**src/rtl/or_fr_pkg.sv**
```systemverilog
// Shared definitions for the OR datapath with round-robin value forcing.
// Latency: n/a (types and helpers only).
// Backpressure: n/a.
// Contents: FSM state encoding, pointer-width helper.
package or_fr_pkg;

   // Owner lifecycle: wait for a request, hold the forced value, hand back.
   typedef enum logic [1:0] {
      IDLE    = 2'd0,
      FORCE   = 2'd1,
      RELEASE = 2'd2
   } fr_state_e;

   // Width of a requester index; never zero even for a single requester.
   function automatic int ptr_width(input int n);
      return (n > 1) ? $clog2(n) : 1;
   endfunction

endpackage

```
**src/rtl/rr_pick.sv**
```systemverilog
// Round-robin picker: first set request at or after ptr_i, wrapping to 0.
// Latency: combinational.
// Backpressure: none; the caller decides when to act on the pick.
// Ports: req_i request levels, ptr_i search start, gnt_o one-hot pick, vld_o any request.
module rr_pick
   import or_fr_pkg::*;
#(
   parameter int NREQ  = 4,
   parameter int PTR_W = ptr_width(NREQ)
) (
   input  logic [NREQ-1:0]  req_i,
   input  logic [PTR_W-1:0] ptr_i,
   output logic [NREQ-1:0]  gnt_o,
   output logic             vld_o
);

   logic [NREQ-1:0] hi_mask;
   logic [NREQ-1:0] req_hi;

   always_comb begin
      // Bits at or above the pointer get first chance; if none of them
      // is set, the lowest set bit overall is the wrapped winner.
      hi_mask = ~((NREQ'(1) << ptr_i) - NREQ'(1));
      req_hi  = req_i & hi_mask;
      if (|req_hi) begin
         gnt_o = req_hi & (-req_hi);
      end else begin
         gnt_o = req_i & (-req_i);
      end
      vld_o = |req_i;
   end

endmodule

```
**src/rtl/or_force_sched.sv**
```systemverilog
// Registered OR datapath whose output can be overridden by one requester at a time.
// Latency: 1 cycle from a_in/b_in or a granted request to data_out.
// Backpressure: requests are levels; a waiting requester holds req until granted.
// Ports: clk/rst (sync, active-high); a_in,b_in operands; req/req_val/req_dur per
//        requester; grant one-hot owner; done release pulse; data_out; forcing flag.
module or_force_sched
   import or_fr_pkg::*;
#(
   parameter int WIDTH = 2,
   parameter int NREQ  = 4,
   parameter int CNT_W = 8
) (
   input  logic                   clk,
   input  logic                   rst,
   input  logic [WIDTH-1:0]       a_in,
   input  logic [WIDTH-1:0]       b_in,
   input  logic [NREQ-1:0]        req,
   input  logic [NREQ*WIDTH-1:0]  req_val,
   input  logic [NREQ*CNT_W-1:0]  req_dur,
   output logic [NREQ-1:0]        grant,
   output logic [NREQ-1:0]        done,
   output logic [WIDTH-1:0]       data_out,
   output logic                   forcing
);

   localparam int PTR_W = ptr_width(NREQ);

   fr_state_e           state_q;
   logic [PTR_W-1:0]    rr_ptr_q;
   logic [PTR_W-1:0]    owner_q;
   logic [WIDTH-1:0]    val_q;
   logic [CNT_W-1:0]    cnt_q;
   logic [NREQ-1:0]     grant_q;
   logic [NREQ-1:0]     done_q;
   logic [WIDTH-1:0]    data_out_q;
   logic                forcing_q;

   logic [NREQ-1:0]     pick_gnt;
   logic                pick_vld;
   logic [PTR_W-1:0]    pick_idx_d;
   logic [WIDTH-1:0]    pick_val_d;
   logic [CNT_W-1:0]    pick_dur_d;
   logic [PTR_W-1:0]    rr_ptr_d;
   logic [WIDTH-1:0]    or_d;
   logic                release_d;

   rr_pick #(
      .NREQ  (NREQ),
      .PTR_W (PTR_W)
   ) u_pick (
      .req_i (req),
      .ptr_i (rr_ptr_q),
      .gnt_o (pick_gnt),
      .vld_o (pick_vld)
   );

   always_comb begin
      pick_idx_d = '0;
      pick_val_d = '0;
      pick_dur_d = '0;
      // Mux the winner's index, value and duration out of the packed buses.
      for (int i = 0; i < NREQ; i++) begin
         if (pick_gnt[i]) begin
            pick_idx_d = PTR_W'(i);
            pick_val_d = req_val[i*WIDTH +: WIDTH];
            pick_dur_d = req_dur[i*CNT_W +: CNT_W];
         end
      end
      // A zero duration still gives the owner one forced cycle.
      if (pick_dur_d == '0) begin
         pick_dur_d = CNT_W'(1);
      end
      rr_ptr_d = (owner_q == PTR_W'(NREQ-1)) ? '0 : owner_q + PTR_W'(1);
      or_d     = a_in | b_in;
      // Window ends on the last counted cycle, or early when the owner lets go.
      release_d = (cnt_q == CNT_W'(1)) || !req[owner_q];
   end

   // Outputs are loaded from the state being entered, so forcing and the
   // forced data_out line up exactly with the FORCE cycles.
   always_ff @(posedge clk) begin
      if (rst) begin
         state_q    <= IDLE;
         rr_ptr_q   <= '0;
         owner_q    <= '0;
         val_q      <= '0;
         cnt_q      <= '0;
         grant_q    <= '0;
         done_q     <= '0;
         data_out_q <= '0;
         forcing_q  <= 1'b0;
      end else begin
         done_q     <= '0;
         data_out_q <= or_d;
         forcing_q  <= 1'b0;
         case (state_q)
            IDLE: begin
               if (pick_vld) begin
                  state_q    <= FORCE;
                  owner_q    <= pick_idx_d;
                  val_q      <= pick_val_d;
                  cnt_q      <= pick_dur_d;
                  grant_q    <= pick_gnt;
                  data_out_q <= pick_val_d;
                  forcing_q  <= 1'b1;
               end
            end
            FORCE: begin
               if (release_d) begin
                  state_q  <= RELEASE;
                  grant_q  <= '0;
                  done_q   <= grant_q;
                  rr_ptr_q <= rr_ptr_d;
                  cnt_q    <= '0;
               end else begin
                  cnt_q      <= cnt_q - CNT_W'(1);
                  data_out_q <= val_q;
                  forcing_q  <= 1'b1;
               end
            end
            RELEASE: begin
               // Always pass through IDLE so grants never abut.
               state_q <= IDLE;
            end
            default: begin
               state_q <= IDLE;
            end
         endcase
      end
   end

   assign grant    = grant_q;
   assign done     = done_q;
   assign data_out = data_out_q;
   assign forcing  = forcing_q;

endmodule

```
**config.mk**
```make
export PLATFORM = sky130hd
export DESIGN_NAME = or_force_sched
export DESIGN_NICKNAME = d
export VERILOG_FILES = /design/src/rtl/or_fr_pkg.sv /design/src/rtl/rr_pick.sv /design/src/rtl/or_force_sched.sv
export SDC_FILE = /design/constraint.sdc
export NUM_CORES = 1
export LEC_CHECK = 0
export CORE_ASPECT_RATIO = 0.7
export CORE_MARGIN = 4
export CORE_UTILIZATION = 44
export CTS_CLUSTER_DIAMETER = 150
export DETAILED_ROUTE_END_ITERATION = 10
export PLACE_DENSITY = 0.9
export SLEW_MARGIN = 20
export SYNTH_ARGS = -nofsm -noshare
export SYNTH_HDL_FRONTEND = slang
export SYNTH_SLANG_ARGS = --single-unit
```
**constraint.sdc**
```tcl
create_clock -name clk -period 2.7 [get_ports clk]
set_input_delay 0.27 -clock clk [delete_from_list [all_inputs] [get_ports clk]]
set_output_delay 0.27 -clock clk [all_outputs]
set_load 0.05 [all_outputs]
```
==> results of run 1 <==
[worst min-delay path, cell delays in order, from the launching register on]
cell and delay, ps:
dfxtp_1 330, nand3_1 60, a21oi_1 60
[flip-flops by register name (all words and copies together), names as in the netlist]
name and flops:
cnt_q 8, done 4, grant 4, data_out 2, owner_q 2, rr_ptr_q 2, state_q 2, val_q 2
forcing 1
[final timing paths]
| path | startpoint | end |
|---|---|---|
| worst max register to register | cnt_q[2] | cnt_q[7] |
| worst min-delay path | grant[2] | grant[2] |
| worst min register to register | grant[2] | grant[2] |
| worst max-delay path | req[0] | cnt_q[0] |
[synth_stat cells, types with 2 or more instances]
library cell,n,area share (%)
and2b_1,2,0.92
inv_1,5,1.1
buf_4,4,1.8
nor4_1,3,1.1
nand2b_1,4,1.5
ha_1,3,2.3
a221oi_1,4,2.1
a222oi_1,4,2.4
o2bb2ai_1,4,2.1
dfxtp_1,27,33
a21o_1,5,2.3
nand2_1,14,3.2
nor3_1,11,3.4
a221o_1,3,1.8
clkbuf_1,4,0.92
a21oi_1,17,5.2
o21ai_0,2,0.61
buf_6,2,1.4
buf_2,2,0.61
a31oi_1,2,0.76
nor3b_1,2,0.92
or3_1,4,1.5
a32oi_1,3,1.6
and2_1,5,1.9
or4_1,2,0.92
o211a_1,2,1.2
nand3_1,9,2.8
nor2_1,18,4.1
a211oi_1,5,2.3
o21ai_1,4,1.2
[layer usage]
metal	vias to the layer above	routed length (um)
li1	884	-
met1	828	2070
met2	85	2260
met3	6	532
met4	0	31
met5	-	0
[cell families after synthesis]
| kind of cell | count (synthesis) | synth area share [%] |
|---|---|---|
| AO/OA/AOI/OAI | 66 | 31.1 |
| flip-flops | 27 | 33.1 |
| multiplexers | 3 | 2.68 |
| buffers and inverters | 18 | 6.12 |
| AND/OR/NAND/NOR | 79 | 24.8 |
| adder cells (fa/ha/maj) | 3 | 2.30 |
[power by group through the flow]
stage               Clock, mW  Combinational (mW)  Sequential [mW]
floorplan                   0               0.355            0.559
global placement            0               0.585            0.521
detailed placement          0               0.595            0.523
CTS                     0.246               0.598            0.514
global route            0.265               0.661            0.524
finish                  0.242               0.605            0.515
[through the flow]
step | cells | total power, mW | cell area, sq um | utilization [%] | setup slack (ps)
2_1_floorplan | 196 | 0.914 | 1640 | - | 686
3_3_place_gp | 303 | 1.11 | 2290 | 64.4 | 209
3_5_place_dp | 303 | 1.12 | 2290 | 64.4 | 137
4_1_cts | 307 | 1.36 | 2340 | 65.8 | 421
5_1_grt | 307 | 1.45 | 2340 | 65.8 | 130
6_report | 307 | 1.36 | 2340 | 65.8 | 401
[final cells by class]
cell class              count  area (sq um)
fillers                   313          1220
multi-input cells         151           995
repair buffers             70           676
flip-flops and latches     27           541
well taps                  50          62.6
clock buffers               3          41.3
inverters                   5          18.8
clock inverters             1          8.76
==> impl_metrics.csv, run 1 <==
group,metric,value,unit
timing,worst-slew-pin-transition,604,ps
global_route,grt_use_met3,6.69,%
logic_synthesis,ys_ff_latch,27,
global_route,grt_pass1_wl,8.09,mm
job,cap_violations,0,
cts,cts_tree,"built",
logic_synthesis,synth_ff_type,"dfxtp_1",
logic_synthesis,ys_warn_count,0,
setup_path,crit_path_max_fanout,10,
timing,hold_viol,0,
setup_path,cp_cell_sequence,"clkdlybuf4s50_1, nand2b_1, a21oi_1, nor2_1, a222oi_1, nand4_1, o22ai_2",
floorplan,fp.dieW,80.9,um
global_route,grt_use_met1,30.1,%
timing,fmax,435,MHz
floorplan,core_area,0.00356,sq mm
logic_synthesis,synth_nets,249,
floorplan,die_area,0.00477,sq mm
drt,dr.pass1.iters,5,
finish,final_cell_mix,"clkdlybuf4s50_1 (60), dfxtp_1 (27), nor2_1 (18), a21oi_1 (17), nand2_1 (14)",
outcome,status,"completed",
timing,rsz0062_at_grt,"no",
worst_hold_path,min_path_type,"reg -> reg",
timing,max-slew-margin-rel,59.6,%
timing,slew_violations,0,
setup_path,critPathLaunchType,"input port",
setup_path,crit_family,"compound AO/OA/AOI/OAI gates",
setup_path,cp_num_cells,7,
logic_synthesis,synth-edff-count,0,
cts,post_cts_buffers,0,
floorplan,placementRows,18,
finish,syn_to_final_growth,43.2,%
pwr,p_sw,519,uW
cts,cts.sink_count,27,
timing,min_period,2300,ps
pwr,power_frac_seq,37.8,%
logic_synthesis,synth-async-reset-ratio,0,%
setup_path,reg2reg_depth,7,
global_route,grt_pass1_vias,1672,
place,portBuffers,60,
global_route,grt_max_degree,18,
cts,cts_root_buf,"clkbuf_8",
floorplan,die_h,59.0,um
cts,cts_resized,0,
setup_path,path_class,"in -> reg",
timing,setup_viol_count_final,0,
finish,diodes,0,
logic_synthesis,syn_inst,196,
drt,wl_per_cell,16.0,um
logic_synthesis,syn_area,0.00164,sq mm
pwr,p_int,843,uW
finish,layout.nets,311,
pwr,pwr-share-comb,44.4,%
timing,finalSetupTns,0,ps
cts,clk_pin_slew,100,ps
drt,vias,1803,
timing,holdWs,495,ps
pwr,pwr-share-clk,17.8,%
pwr,pwr_density_cell,581,mW/mm^2
drt,drt_iter0_drc,154,
place,place_congestion,0.912,
finish,drive_above_1_share,8.56,%
global_route,grt_overflow,0,
setup_path,crit_arrival,2500,ps
logic_synthesis,synth_cell_types,50,
place,place.detailed.hpwl,3.93,mm
drt,drc_errors,0,
global_route,antenna_found_initial,0,
pwr,sw_frac_of_total,38.1,%
floorplan,start_util,46.0,%
cts,cts_max_level,1,
pwr,peakVddDrop,367,uV
logic_synthesis,ys_seq_area_share,33.1,%
global_route,grt_usage,21.8,%
drt,viasPerCell,5.87,
worst_hold_path,hold_depth,2,
cts,clk_latency,280,ps
global_route,grt_busiest_layer,"met2",
drt,ant_nets,0,
timing,finClkSkew,9.04,ps
floorplan,ios,61,
drt,wl,4.90,mm
logic_synthesis,avgSynthCellArea,8.34,sq um
cts,cts_buffers,3,
cts,postCtsHoldBufs,0,
setup_path,worstPathRequired,2900,ps
finish,final_common_cell,"clkdlybuf4s50_1",
setup_path,cp_slowest_cell,"clkdlybuf4s50_1",
cts,clock_path_buffers,2,
setup_path,worst_path_largest_cell_delay,650,ps
setup_path,reg2reg_slack,440,ps
pwr,p_leak,0.861,nW
setup_path,crit_buf_inv,1,
global_route,use_met2,33.9,%
setup_path,end_kind,"flop",
timing,fin_crit_sh,85.1,%
(Power assumes the default switching activity.)
==> run 2, diff against run 1 <==
SLEW_MARGIN = not set   (was 20)
==> results of run 2 <==
No change in the layout: final DEF, timing and power equal those of run 1.
